### config.mk
export PLATFORM = sky130hd
export DESIGN_NAME = eq_band_scheduler
export DESIGN_NICKNAME = d
export VERILOG_FILES = /design/src/rtl/eq_pkg.sv /design/src/rtl/eq_band_scheduler_sat_counter.sv /design/src/rtl/eq_band_scheduler.sv
export SDC_FILE = /design/constraint.sdc
export NUM_CORES = 1
export LEC_CHECK = 0
export ABC_AREA = 1
export BUFFER_PORTS_ARGS = -buffer_cell sky130_fd_sc_hd__buf_2
export CAP_MARGIN = 20
export CORE_MARGIN = 1.5
export CORE_UTILIZATION = 40
export CTS_BUF_LIST = sky130_fd_sc_hd__clkbuf_4
export DETAILED_ROUTE_END_ITERATION = 8
export PLACE_DENSITY = 0.77
export SLEW_MARGIN = 10
export SYNTH_ARGS = -nofsm -noshare
export SYNTH_HDL_FRONTEND = slang
export SYNTH_SLANG_ARGS = --single-unit
export TNS_END_PERCENT = 10
### constraint.sdc
create_clock -name sclk -period 1.55 [get_ports sclk]
set_input_delay 0 -clock sclk [delete_from_list [all_inputs] [get_ports sclk]]
set_output_delay 0 -clock sclk [all_outputs]
set_load 0.02 [all_outputs]
### src/rtl/eq_pkg.sv
// Shared definitions for the EQ band scheduler.
// Contents:
//   state_t    - scheduler FSM state encoding (IDLE / RUN / OUT)
//   P_DEF      - default integer bits of the Q(p.f) sample format
//   F_DEF      - default fractional bits
//   WIDTH_DEF  - default sample width, 1 + P_DEF + F_DEF
//   ONE        - the Q(p.f) value 1.0 (2^F_DEF), used for unity coefficients
package eq_pkg;

    typedef enum logic [1:0] {
        IDLE = 2'd0,
        RUN  = 2'd1,
        OUT  = 2'd2
    } state_t;

    localparam int P_DEF     = 4;
    localparam int F_DEF     = 13;
    localparam int WIDTH_DEF = 1 + P_DEF + F_DEF;
    localparam int ONE       = 1 << F_DEF;

endpackage

### src/rtl/eq_band_scheduler_sat_counter.sv
// Saturating up-counter.
// Ports:
//   clk   - clock, rising edge
//   rst_n - asynchronous active-low reset, clears the count
//   inc   - add one this cycle (ignored once the count is all ones)
//   count - current count, holds at 2^CW-1 instead of wrapping
module sat_counter #(
    parameter int CW = 8
) (
    input  logic          clk,
    input  logic          rst_n,
    input  logic          inc,
    output logic [CW-1:0] count
);

    logic [CW-1:0] cnt_r;

    // Count register: steps on inc until every bit is set, then holds.
    always_ff @(posedge clk or negedge rst_n) begin
        if (!rst_n) begin
            cnt_r <= {CW{1'b0}};
        end else if (inc && (cnt_r != {CW{1'b1}})) begin
            cnt_r <= cnt_r + {{(CW-1){1'b0}}, 1'b1};
        end
    end

    assign count = cnt_r;

endmodule

### src/rtl/eq_band_scheduler.sv
// Time-multiplexed scheduler for a cascade of NB biquad band filters.
// Each accepted sample is carried in acc and visited through the bands one
// per clock: the band's input is the registered acc, and its output is
// captured back into acc on the same edge that advances the band's state.
// Registering between bands removes the long combinational chain of a
// direct cascade.
// Ports:
//   sclk       - system clock, rising edge
//   rst        - asynchronous active-low reset (shared with the band filters)
//   in_strobe  - one-cycle sample-valid pulse, cannot be back-pressured
//   in_sample  - signed input sample
//   bypass     - per-band bypass, bit i sampled while band i is visited
//   band_uk    - shared input bus to every band
//   band_en    - one-hot state-advance enable per band
//   band_yk    - packed band outputs, band i at [i*Width +: Width]
//   out_valid  - out_sample valid
//   out_ready  - downstream accepts out_sample
//   out_sample - equalized sample
//   busy       - high while a sample is in RUN or OUT
//   band_idx   - band currently visited (0 outside RUN)
//   drop_cnt   - saturating count of strobes lost while busy
module eq_band_scheduler
    import eq_pkg::*;
#(
    parameter int NB    = 4,
    parameter int p     = P_DEF,
    parameter int f     = F_DEF,
    parameter int Width = 1 + p + f,
    parameter int CW    = 8,
    parameter int IW    = $clog2(NB)
) (
    input  logic                  sclk,
    input  logic                  rst,
    input  logic                  in_strobe,
    input  logic [Width-1:0]      in_sample,
    input  logic [NB-1:0]         bypass,
    output logic [Width-1:0]      band_uk,
    output logic [NB-1:0]         band_en,
    input  logic [NB*Width-1:0]   band_yk,
    output logic                  out_valid,
    input  logic                  out_ready,
    output logic [Width-1:0]      out_sample,
    output logic                  busy,
    output logic [IW-1:0]         band_idx,
    output logic [CW-1:0]         drop_cnt
);

    state_t           state_r;
    state_t           state_next_s;
    logic [Width-1:0] acc_r;
    logic [Width-1:0] acc_next_s;
    logic [IW-1:0]    idx_r;
    logic [IW-1:0]    idx_next_s;
    logic [NB-1:0]    band_en_s;
    logic [Width-1:0] yk_sel_s;
    logic             drop_inc_s;

    assign yk_sel_s = band_yk[idx_r*Width +: Width];

    // State, accumulator and band index registers.
    always_ff @(posedge sclk or negedge rst) begin
        if (!rst) begin
            state_r <= IDLE;
            acc_r   <= {Width{1'b0}};
            idx_r   <= {IW{1'b0}};
        end else begin
            state_r <= state_next_s;
            acc_r   <= acc_next_s;
            idx_r   <= idx_next_s;
        end
    end

    // Next-state logic and band enable; enable is only ever raised in RUN,
    // so each band advances at most once per accepted sample.
    always_comb begin
        state_next_s = state_r;
        acc_next_s   = acc_r;
        idx_next_s   = idx_r;
        band_en_s    = {NB{1'b0}};
        drop_inc_s   = 1'b0;
        case (state_r)
            IDLE: begin
                if (in_strobe) begin
                    acc_next_s   = in_sample;
                    idx_next_s   = {IW{1'b0}};
                    state_next_s = RUN;
                end else begin
                    state_next_s = IDLE;
                end
            end
            RUN: begin
                drop_inc_s = in_strobe;
                if (!bypass[idx_r]) begin
                    band_en_s[idx_r] = 1'b1;
                    acc_next_s       = yk_sel_s;
                end else begin
                    acc_next_s = acc_r;
                end
                if (idx_r == IW'(NB - 1)) begin
                    idx_next_s   = {IW{1'b0}};
                    state_next_s = OUT;
                end else begin
                    idx_next_s = idx_r + {{(IW-1){1'b0}}, 1'b1};
                end
            end
            OUT: begin
                // A strobe coinciding with the handshake is still dropped.
                drop_inc_s = in_strobe;
                if (out_ready) begin
                    state_next_s = IDLE;
                end else begin
                    state_next_s = OUT;
                end
            end
            default: begin
                state_next_s = IDLE;
                idx_next_s   = {IW{1'b0}};
            end
        endcase
    end

    sat_counter #(
        .CW(CW)
    ) u_drop_cnt (
        .clk  (sclk),
        .rst_n(rst),
        .inc  (drop_inc_s),
        .count(drop_cnt)
    );

    assign band_uk    = acc_r;
    assign band_en    = band_en_s;
    assign band_idx   = idx_r;
    assign out_valid  = (state_r == OUT);
    assign out_sample = acc_r;
    assign busy       = (state_r != IDLE);

endmodule

==> results of run 1 <==
-- Yosys cell counts, drive strengths merged --
cell,instances
nand3b,1
inv,18
a31oi,1
o21ai,7
nand4,2
nand2,189
nor2,9
xnor2,2
nor3,2
ha,10
xor2,4
clkbuf,5
a21oi,3
dfrtp,30
nand3,62
buf,30
clkinv,1
-- cell usage in the layout (no fill, tap or decap), drive strengths merged --
master / count
nand4: 2
dfrtp: 30
ha: 10
nor2: 9
inv: 18
dlygate4sd3: 21
nor3: 2
a31oi: 1
xor2: 4
clkinv: 3
a21oi: 3
o21ai: 7
nand2: 189
nand3b: 1
buf: 168
clkbuf: 6
nand3: 62
xnor2: 2
-- final timing paths --
| check | start | to | slack (ps) |
|---|---|---|---|
| setup / recovery | band_idx[0] | band_en[0] | 90 |
| hold / removal | band_yk[39] | band_uk[3] | 70 |
| setup reg to reg | state_r[0] | band_uk[9] | 110 |
| hold reg to reg | band_uk[11] | band_uk[11] | 510 |
| max in group asynchronous | rst | band_idx[0] | 800 |
| min in group asynchronous | rst | u_drop_cnt.count[3] | 250 |
-- layout make-up --
type                       count  area (sq um)
clock buffer                   6          45.0
clock inverter                 2          8.76
fill                         530          2160
inverter                      19          78.8
multi-input combinational    292          1370
sequential                    30           753
tap                           72          90.1
timing repair buffer         189          1140
-- cell families (layout without fill, tap and decap cells) --
family          count (synthesis)  in the layout  synth area share
xor+xnor                        6              6            0.0220
simple gates                  265            265             0.461
compound gates                 11             11            0.0235
fa+ha+maj                      10             10            0.0523
flops                          30             30             0.314
buf+inv                        54            216             0.128
-- critical path, delay by kind of cell, from the launching register on --
family / cells / cell delay, ps
DFF: 1 / 470
and+or+nand+nor: 5 / 400
buffers and inverters: 2 / 270
-- sequential cells by signal (all words and copies together) (netlist names) --
signal            count
band_uk              18
u_drop_cnt.count      8
band_idx              2
state_r               2
-- stage by stage --
stage                     utilization  worst slack, ps  area (sq um)  hold slack [ps]
after detailed placement        0.558             44.4          3150             90.6
after global routing            0.617            -17.7          3480             99.5
after floorplan                     -             56.7          2390             -296
after CTS                       0.608             23.8          3430             61.0
after global placement          0.558             92.0          3150             93.9
final                           0.617             85.1          3480             70.8
-- repair_timing --
item | CTS | global route
hold endpoints to repair | 50 | 0
setup buffers | 2 | 0
gates resized for setup | 1 | 17
setup endpoints to repair | 4 | 24
hold buffers | 21 | 0
-- per-layer routing --
| metal | vias to the layer above | part of all wire | GRT usage |
|---|---|---|---|
| met3 | 5 | 0.072 | 0.0432 |
| met4 | 0 | 0.0065 | 0.0397 |
| met1 | 1333 | 0.40 | 0.275 |
| met2 | 131 | 0.52 | 0.466 |
| met5 | - | 0 | 0 |
| li1 | 1487 | - | - |
-- report_power, final --
part | internal (mW) | switching [mW] | total, mW
clock | 0.188 | 0.282 | 0.470
sequential | 1.14 | 0.318 | 1.46
combinational | 1.48 | 2.54 | 4.02
==> impl_metrics.tcl, run 1 <==
set metrics [dict create \
    cts.clk_slew.worst_paths_ps 100 \
    drt_iter0_markers 107 \
    worstSkewPairLatency_ps 330 \
    crit_path_cell_trace "inv_4, nand2_1, nand3_1, nand2_1, nand2_2, nor2_1, buf_4" \
    routabilityCongestion 0.841 \
    dpl.hpwl_um 5940 \
    start_kind "flop" \
    min_period_ps 1460 \
    die_area_sq_um 6460 \
    finalClockSkew_ps 6.10 \
    vias_per_cell 4.85 \
    worstPathArrival_ps 1460 \
    fin_crit_sh 0.945 \
    drive_gt1_frac 0.355 \
    antenna_found_initial 0 \
    wire_per_inst_um 12.8 \
    slew_viol_final 0 \
    grt_pass1_wl_um 12000 \
    antenna_left 0 \
    syn_inst 376 \
    p_leak_nw 2.02 \
    final_cells 610 \
    slew_headroom 0.527 \
    synth_area_leaders "dfrtp_1 (31%), nand2_1 (29%), nand3_1 (13%)" \
    netlist_area_sq_um 2390 \
    diodes 0 \
    vias 2956 \
    core_sq_um 5640 \
    htreeDepth 2 \
    setup_violations 0 \
    postSynthAreaPerCell_sq_um 6.37 \
    start_util 0.424 \
    die_w_um 80.4 \
    grt_use_total 0.241 \
    syn_to_final_growth_pct 45.4 \
    ys_types 24 \
    tns_ps 0 \
    grt_pass1_vias 2675 \
    overflow 0 \
    critPathKind "reg -> out" \
    place_inst 579 \
    p_per_area_nw_per_um2 1710 \
    numPortBuffers 149 \
    synth_top_area_share 0.314 \
    maxCapViolCount 0 \
    clock_sinks 30 \
    cp_slowest_cell "dfrtp_2" \
    synth_fp_nets 484 \
    worstPathMaxFanout 8 \
    critPathMaxStageDelay_ps 470 \
    ioPinCount 150 \
    fmax_ghz 0.683 \
    hold_depth 7 \
    rsz0062_at_grt "true" \
    root_buffer "clkbuf_4" \
    status "finished, final reports clean" \
    fin_nets 645 \
    num_rows 27 \
    cts_tree "built" \
    reg2regPathDepth 8 \
    hp-class "in -> reg" \
    hold_violations 0 \
    total_power_mw 5.95 \
    dr.pass1.iters 4 \
    clockBufferDepth 2 \
    max-vdd-ir-drop_mv 0.938 \
    grt_max_degree 31 \
    yosys.area.top_type "dfrtp_1" \
    ys_seq_area_frac 0.314 \
    cts_buffers 5 \
    post-route-drc-count 0 \
    tightestPinTransition_ps 710 \
    die_h_um 80.4 \
    drt_wl_total_um 7830 \
    critical_path.most_common_cell "nand2_1" \
    worst_ep_required_time_ps 1550 \
    synth-seq-cells 30 \
    end_kind "output port" \
    yosysWarningCount 0 \
]
Power figures use the tool's default switching activity.
==> run 2: changes to the inputs <==
Settings changed: CORE_ASPECT_RATIO set to 0.9.
==> impl_metrics.tcl, run 2 (synthesis results as in run 1) <==
set metrics [dict create \
    status "finished, final reports clean" \
    grt_use_total 0.239 \
    vias_per_cell 4.84 \
    post-route-drc-count 0 \
    hold_violations 0 \
    rsz0062_at_grt "true" \
    num_rows 26 \
    root_buffer "clkbuf_4" \
    drt_wl_total_um 7780 \
    fin_crit_sh 0.965 \
    hold_slack_ps 71.4 \
    drt_iter0_markers 97 \
    tightestPinTransition_ps 669 \
    mostFrequentLayoutCells "nand2_1 (185), buf_2 (145), nand3_1 (60)" \
    drive_gt1_frac 0.356 \
    antenna_found_initial 0 \
    comb_power_share 0.672 \
    clockBufferDepth 2 \
    power_frac_seq 0.250 \
    critical_path.most_common_cell "nand2_2" \
    start_util 0.418 \
    grt_pass1_wl_um 12500 \
    min_period_ps 1500 \
    critPathKind "reg -> out" \
    max-vdd-ir-drop_mv 1.17 \
    htreeDepth 2 \
    fin_nets 644 \
    p_switching_mw 3.13 \
    final_common_cell "nand2_1" \
    maxCapViolCount 0 \
    cp_slowest_cell "dfrtp_2" \
    finalClockSkew_ps 9.81 \
    clkPwrFrac 0.077 \
    dpl.hpwl_um 5840 \
    end_kind "output port" \
    dr.pass1.iters 4 \
    multi_input_area_sq_um 1360 \
    worstPathArrival_ps 1500 \
    routabilityCongestion 0.863 \
    die_w_um 84.5 \
    cts_buffers 5 \
    ioPinCount 150 \
    overflow 0 \
    setup_violations 0 \
    wire_per_inst_um 12.8 \
    p_int_mw 2.75 \
    grt_max_degree 31 \
    worst_ep_required_time_ps 1550 \
    antenna_left 0 \
    numPortBuffers 149 \
    crit_path_cell_trace "buf_6, nand2_2, nand3_2, nand2_1, nand2_2, nor2_2, buf_4" \
    fmax_ghz 0.669 \
    largest_reg_flops 18 \
    hp-class "in -> reg" \
    nFillCells 555 \
    syn_to_final_growth_pct 44.5 \
    tns_ps 0 \
    switching_share 0.532 \
    p_leak_nw 2.01 \
    clock_sinks 30 \
    slew_viol_final 0 \
    reg2regPathDepth 8 \
    diodes 0 \
    cts.clk_slew.worst_paths_ps 100 \
    die_area_sq_um 6460 \
    critPathMaxStageDelay_ps 460 \
    worstSkewPairLatency_ps 330 \
    p_per_area_nw_per_um2 1700 \
    start_kind "flop" \
    total_power_mw 5.88 \
    grt_pass1_vias 2757 \
    cts_tree "built" \
    hold_depth 7 \
    core_sq_um 5730 \
    die_h_um 76.4 \
    worstPathMaxFanout 7 \
    vias 2937 \
    seqCellArea_sq_um 752 \
    slew_headroom 0.554 \
]
==> run 2: changes by cell type in the layout (fill, tap and decap cells not counted), sizes merged <==
cell	before	now
clkbuf	6	5
clkinvlp	0	1
buf	168	167
==> run 2: final timing paths <==
check | startpoint | slack (ps) | endpoint
worst max-delay path | band_idx[0] | 50 | band_en[1]
worst min-delay path | band_yk[43] | 70 | band_uk[7]
worst max register to register | state_r[1] | 90 | band_uk[4]
worst min register to register | band_uk[14] | 520 | band_uk[14]
max in group asynchronous | rst | 860 | band_idx[0]
min in group asynchronous | rst | 230 | u_drop_cnt.count[3]
==> run 2: power groups by stage <==
stage | Sequential (mW) | Clock, mW | Combinational, mW
floorplan | 1.78 | 0 | 2.45
global placement | 1.46 | 0 | 3.71
detailed placement | 1.47 | 0 | 3.82
CTS | 1.46 | 0.466 | 3.90
global route | 1.51 | 0.509 | 4.36
finish | 1.47 | 0.455 | 3.95
==> run 2: what timing repair did <==
item | CTS | global route
buffers inserted | 1 | 1
resized for setup | 6 | 14
pin swaps | 0 | 1
endpoints found under the setup margin | 4 | 28
hold buffers | 21 | 0
hold endpoints to repair | 50 | 0
==> run 2: layout make-up <==
class | count | share of cell area
Clock inverter | 3 | 0.00470
Multi-Input combinational cell | 292 | 0.393
Clock buffer | 5 | 0.0108
Inverter | 19 | 0.0221
Tap cell | 70 | 0.0253
Sequential cell | 30 | 0.217
Timing Repair Buffer | 188 | 0.327
==> run 2: worst max-delay path, delay by kind of cell, from the launching register on <==
family	cells	cell delay, ps
buffers and inverters	2	290
flip-flops	1	460
AND/OR/NAND/NOR	5	400
==> run 2: routing by layer <==
metal | share of wire | vias up | track usage
met4 | 0.012 | 0 | 0.0548
met1 | 0.42 | 1333 | 0.301
met5 | 0 | - | 0
li1 | - | 1480 | -
met2 | 0.49 | 114 | 0.423
met3 | 0.072 | 10 | 0.0433
==> run 2: stage by stage <==
step	setup slack, ps	util	std cells	instance area (sq um)
after global placement	115	0.546	576	3130
after floorplan	56.7	-	376	2390
after global routing	-20.9	0.604	607	3460
final	54.5	0.604	607	3460
after detailed placement	14.3	0.546	576	3130
after CTS	0.158	0.597	606	3420
==> run 3: changes to the inputs <==
Settings changed: RECOVER_POWER set to 100.
==> impl_metrics.tcl, run 3 (synthesis results as in run 1) <==
set metrics [dict create \
    status "finished, final reports clean" \
    fin_nets 644 \
    min_period_ps 1500 \
    dpl.hpwl_um 5840 \
    core_sq_um 5730 \
    slew_viol_final 0 \
    tightestPinTransition_ps 754 \
    postLayoutSetupSlackWorst_ps 53.6 \
    slew_headroom 0.497 \
    vias 2961 \
    tns_ps 0 \
    diodes 0 \
    dp_slack_ps 14.3 \
    worst_ep_required_time_ps 1550 \
    antenna_found_initial 0 \
    root_buffer "clkbuf_4" \
    dr.pass1.iters 5 \
    routabilityCongestion 0.863 \
    finalClockSkew_ps 13.4 \
    p_per_area_nw_per_um2 1690 \
    r2r_start "state_r[1]" \
    reg2regPathDepth 8 \
    hp-class "in -> reg" \
    design_area_sq_um 3400 \
    die_w_um 84.5 \
    max-vdd-ir-drop_mv 1.03 \
    rrSetupSlack_ps 100 \
    syn_to_final_growth_pct 42.2 \
    vias_per_cell 4.88 \
    drt_iter0_markers 92 \
    grt_pass1_vias 2757 \
    utilization 0.595 \
    crit_path_cell_trace "buf_6, nand2_2, nand3_2, nand2_1, nand2_2, nor2_2, buf_4" \
    setup_violations 0 \
    clockBufferDepth 2 \
    start_kind "flop" \
    worstPathMaxFanout 7 \
    post-route-drc-count 0 \
    p_leak_nw 1.86 \
    fin_crit_sh 0.965 \
    end_kind "output port" \
    cts_tree "built" \
    maxCapViolCount 0 \
    clock_sinks 30 \
    mostFrequentLayoutCells "nand2_1 (185), buf_2 (100), nand3_1 (60)" \
    endpoint "band_en[1]" \
    worstReg2RegEnd "band_uk[11]" \
    fmax_ghz 0.668 \
    wire_per_inst_um 12.8 \
    die_area_sq_um 6460 \
    cp_slowest_cell "dfrtp_2" \
    cp_top_family "flip-flops" \
    grt_use_total 0.239 \
    ioPinCount 150 \
    overflow 0 \
    setup.worst_path.start "band_idx[0]" \
    critPathMaxStageDelay_ps 460 \
    final_cells 607 \
    die_h_um 76.4 \
    cts.clk_slew.worst_paths_ps 110 \
    antenna_left 0 \
    worstPathArrival_ps 1500 \
    drive_gt1_frac 0.274 \
    largest_reg_flops 18 \
    num_rows 26 \
    nFillCells 583 \
    start_util 0.418 \
    htreeDepth 2 \
    critical_path.most_common_cell "nand2_2" \
    path_buf_inv 2 \
    placed_cell_area_sq_um 3130 \
    numPortBuffers 149 \
    cts_buffers 5 \
    grt_max_degree 31 \
    worstSkewPairLatency_ps 330 \
    critPathKind "reg -> out" \
    hold_violations 0 \
    crit_cells 7 \
    hp-start "band_yk[43]" \
    place_inst 576 \
    drt_wl_total_um 7800 \
    rsz0062_at_grt "true" \
    grt_pass1_wl_um 12500 \
    final_common_cell "nand2_1" \
]
run 3: layout make-up:
type / instances / area [sq um] / area share
timing repair buffer: 188 / 1070 / 0.316
sequential: 30 / 752 / 0.221
clock buffer: 5 / 37.5 / 0.0110
inverter: 19 / 76.3 / 0.0224
multi-input combinational: 292 / 1360 / 0.399
tap: 70 / 87.6 / 0.0257
clock inverter: 3 / 16.3 / 0.00478
run 3: metrics by stage:
stage               hold WS, ps  power, mW
global route               72.4       6.27
detailed placement         70.2       5.29
floorplan                  -296       4.23
finish                     71.7       5.76
CTS                        56.5       5.82
global placement           65.7       5.17
run 3: report_power, final:
part           total (mW)  switching, mW  internal [mW]
combinational        3.82           2.51           1.31
clock               0.453          0.285          0.168
sequential           1.49          0.354           1.14
total                5.76           3.15           2.61
run 3: worst register-to-register path, delay by kind of cell, from the launching register on:
| family | cells | cell delay [ps] |
|---|---|---|
| adders and majority gates | 1 | 220 |
| buffers and inverters | 3 | 430 |
| and+or+nand+nor | 4 | 340 |
| DFF | 1 | 420 |
run 3: worst min path at each step:
| stage | to | depth (start not counted) |
|---|---|---|
| 2_1_floorplan | band_idx[0] | 0 |
| 3_3_place_gp | u_drop_cnt.count[0] | 1 |
| 3_5_place_dp | u_drop_cnt.count[3] | 1 |
| 4_1_cts | band_uk[5] | 7 |
| 5_1_grt | band_uk[17] | 7 |
| 6_report | band_uk[7] | 7 |
run 3: layer usage:
metal,track usage,part of all wire,vias to the layer above
met5,0,0,-
li1,-,-,1481
met4,0.0548,0.014,0
met1,0.301,0.43,1345
met3,0.0433,0.072,13
met2,0.423,0.49,122
run 3: what timing repair did:
action / in CTS / in global routing
hold buffers: 21 / 0
setup endpoints to repair: 4 / 28
pin swaps: 0 / 1
buffers inserted: 1 / 1
endpoints found under the hold margin: 50 / 0
resized for setup: 6 / 14
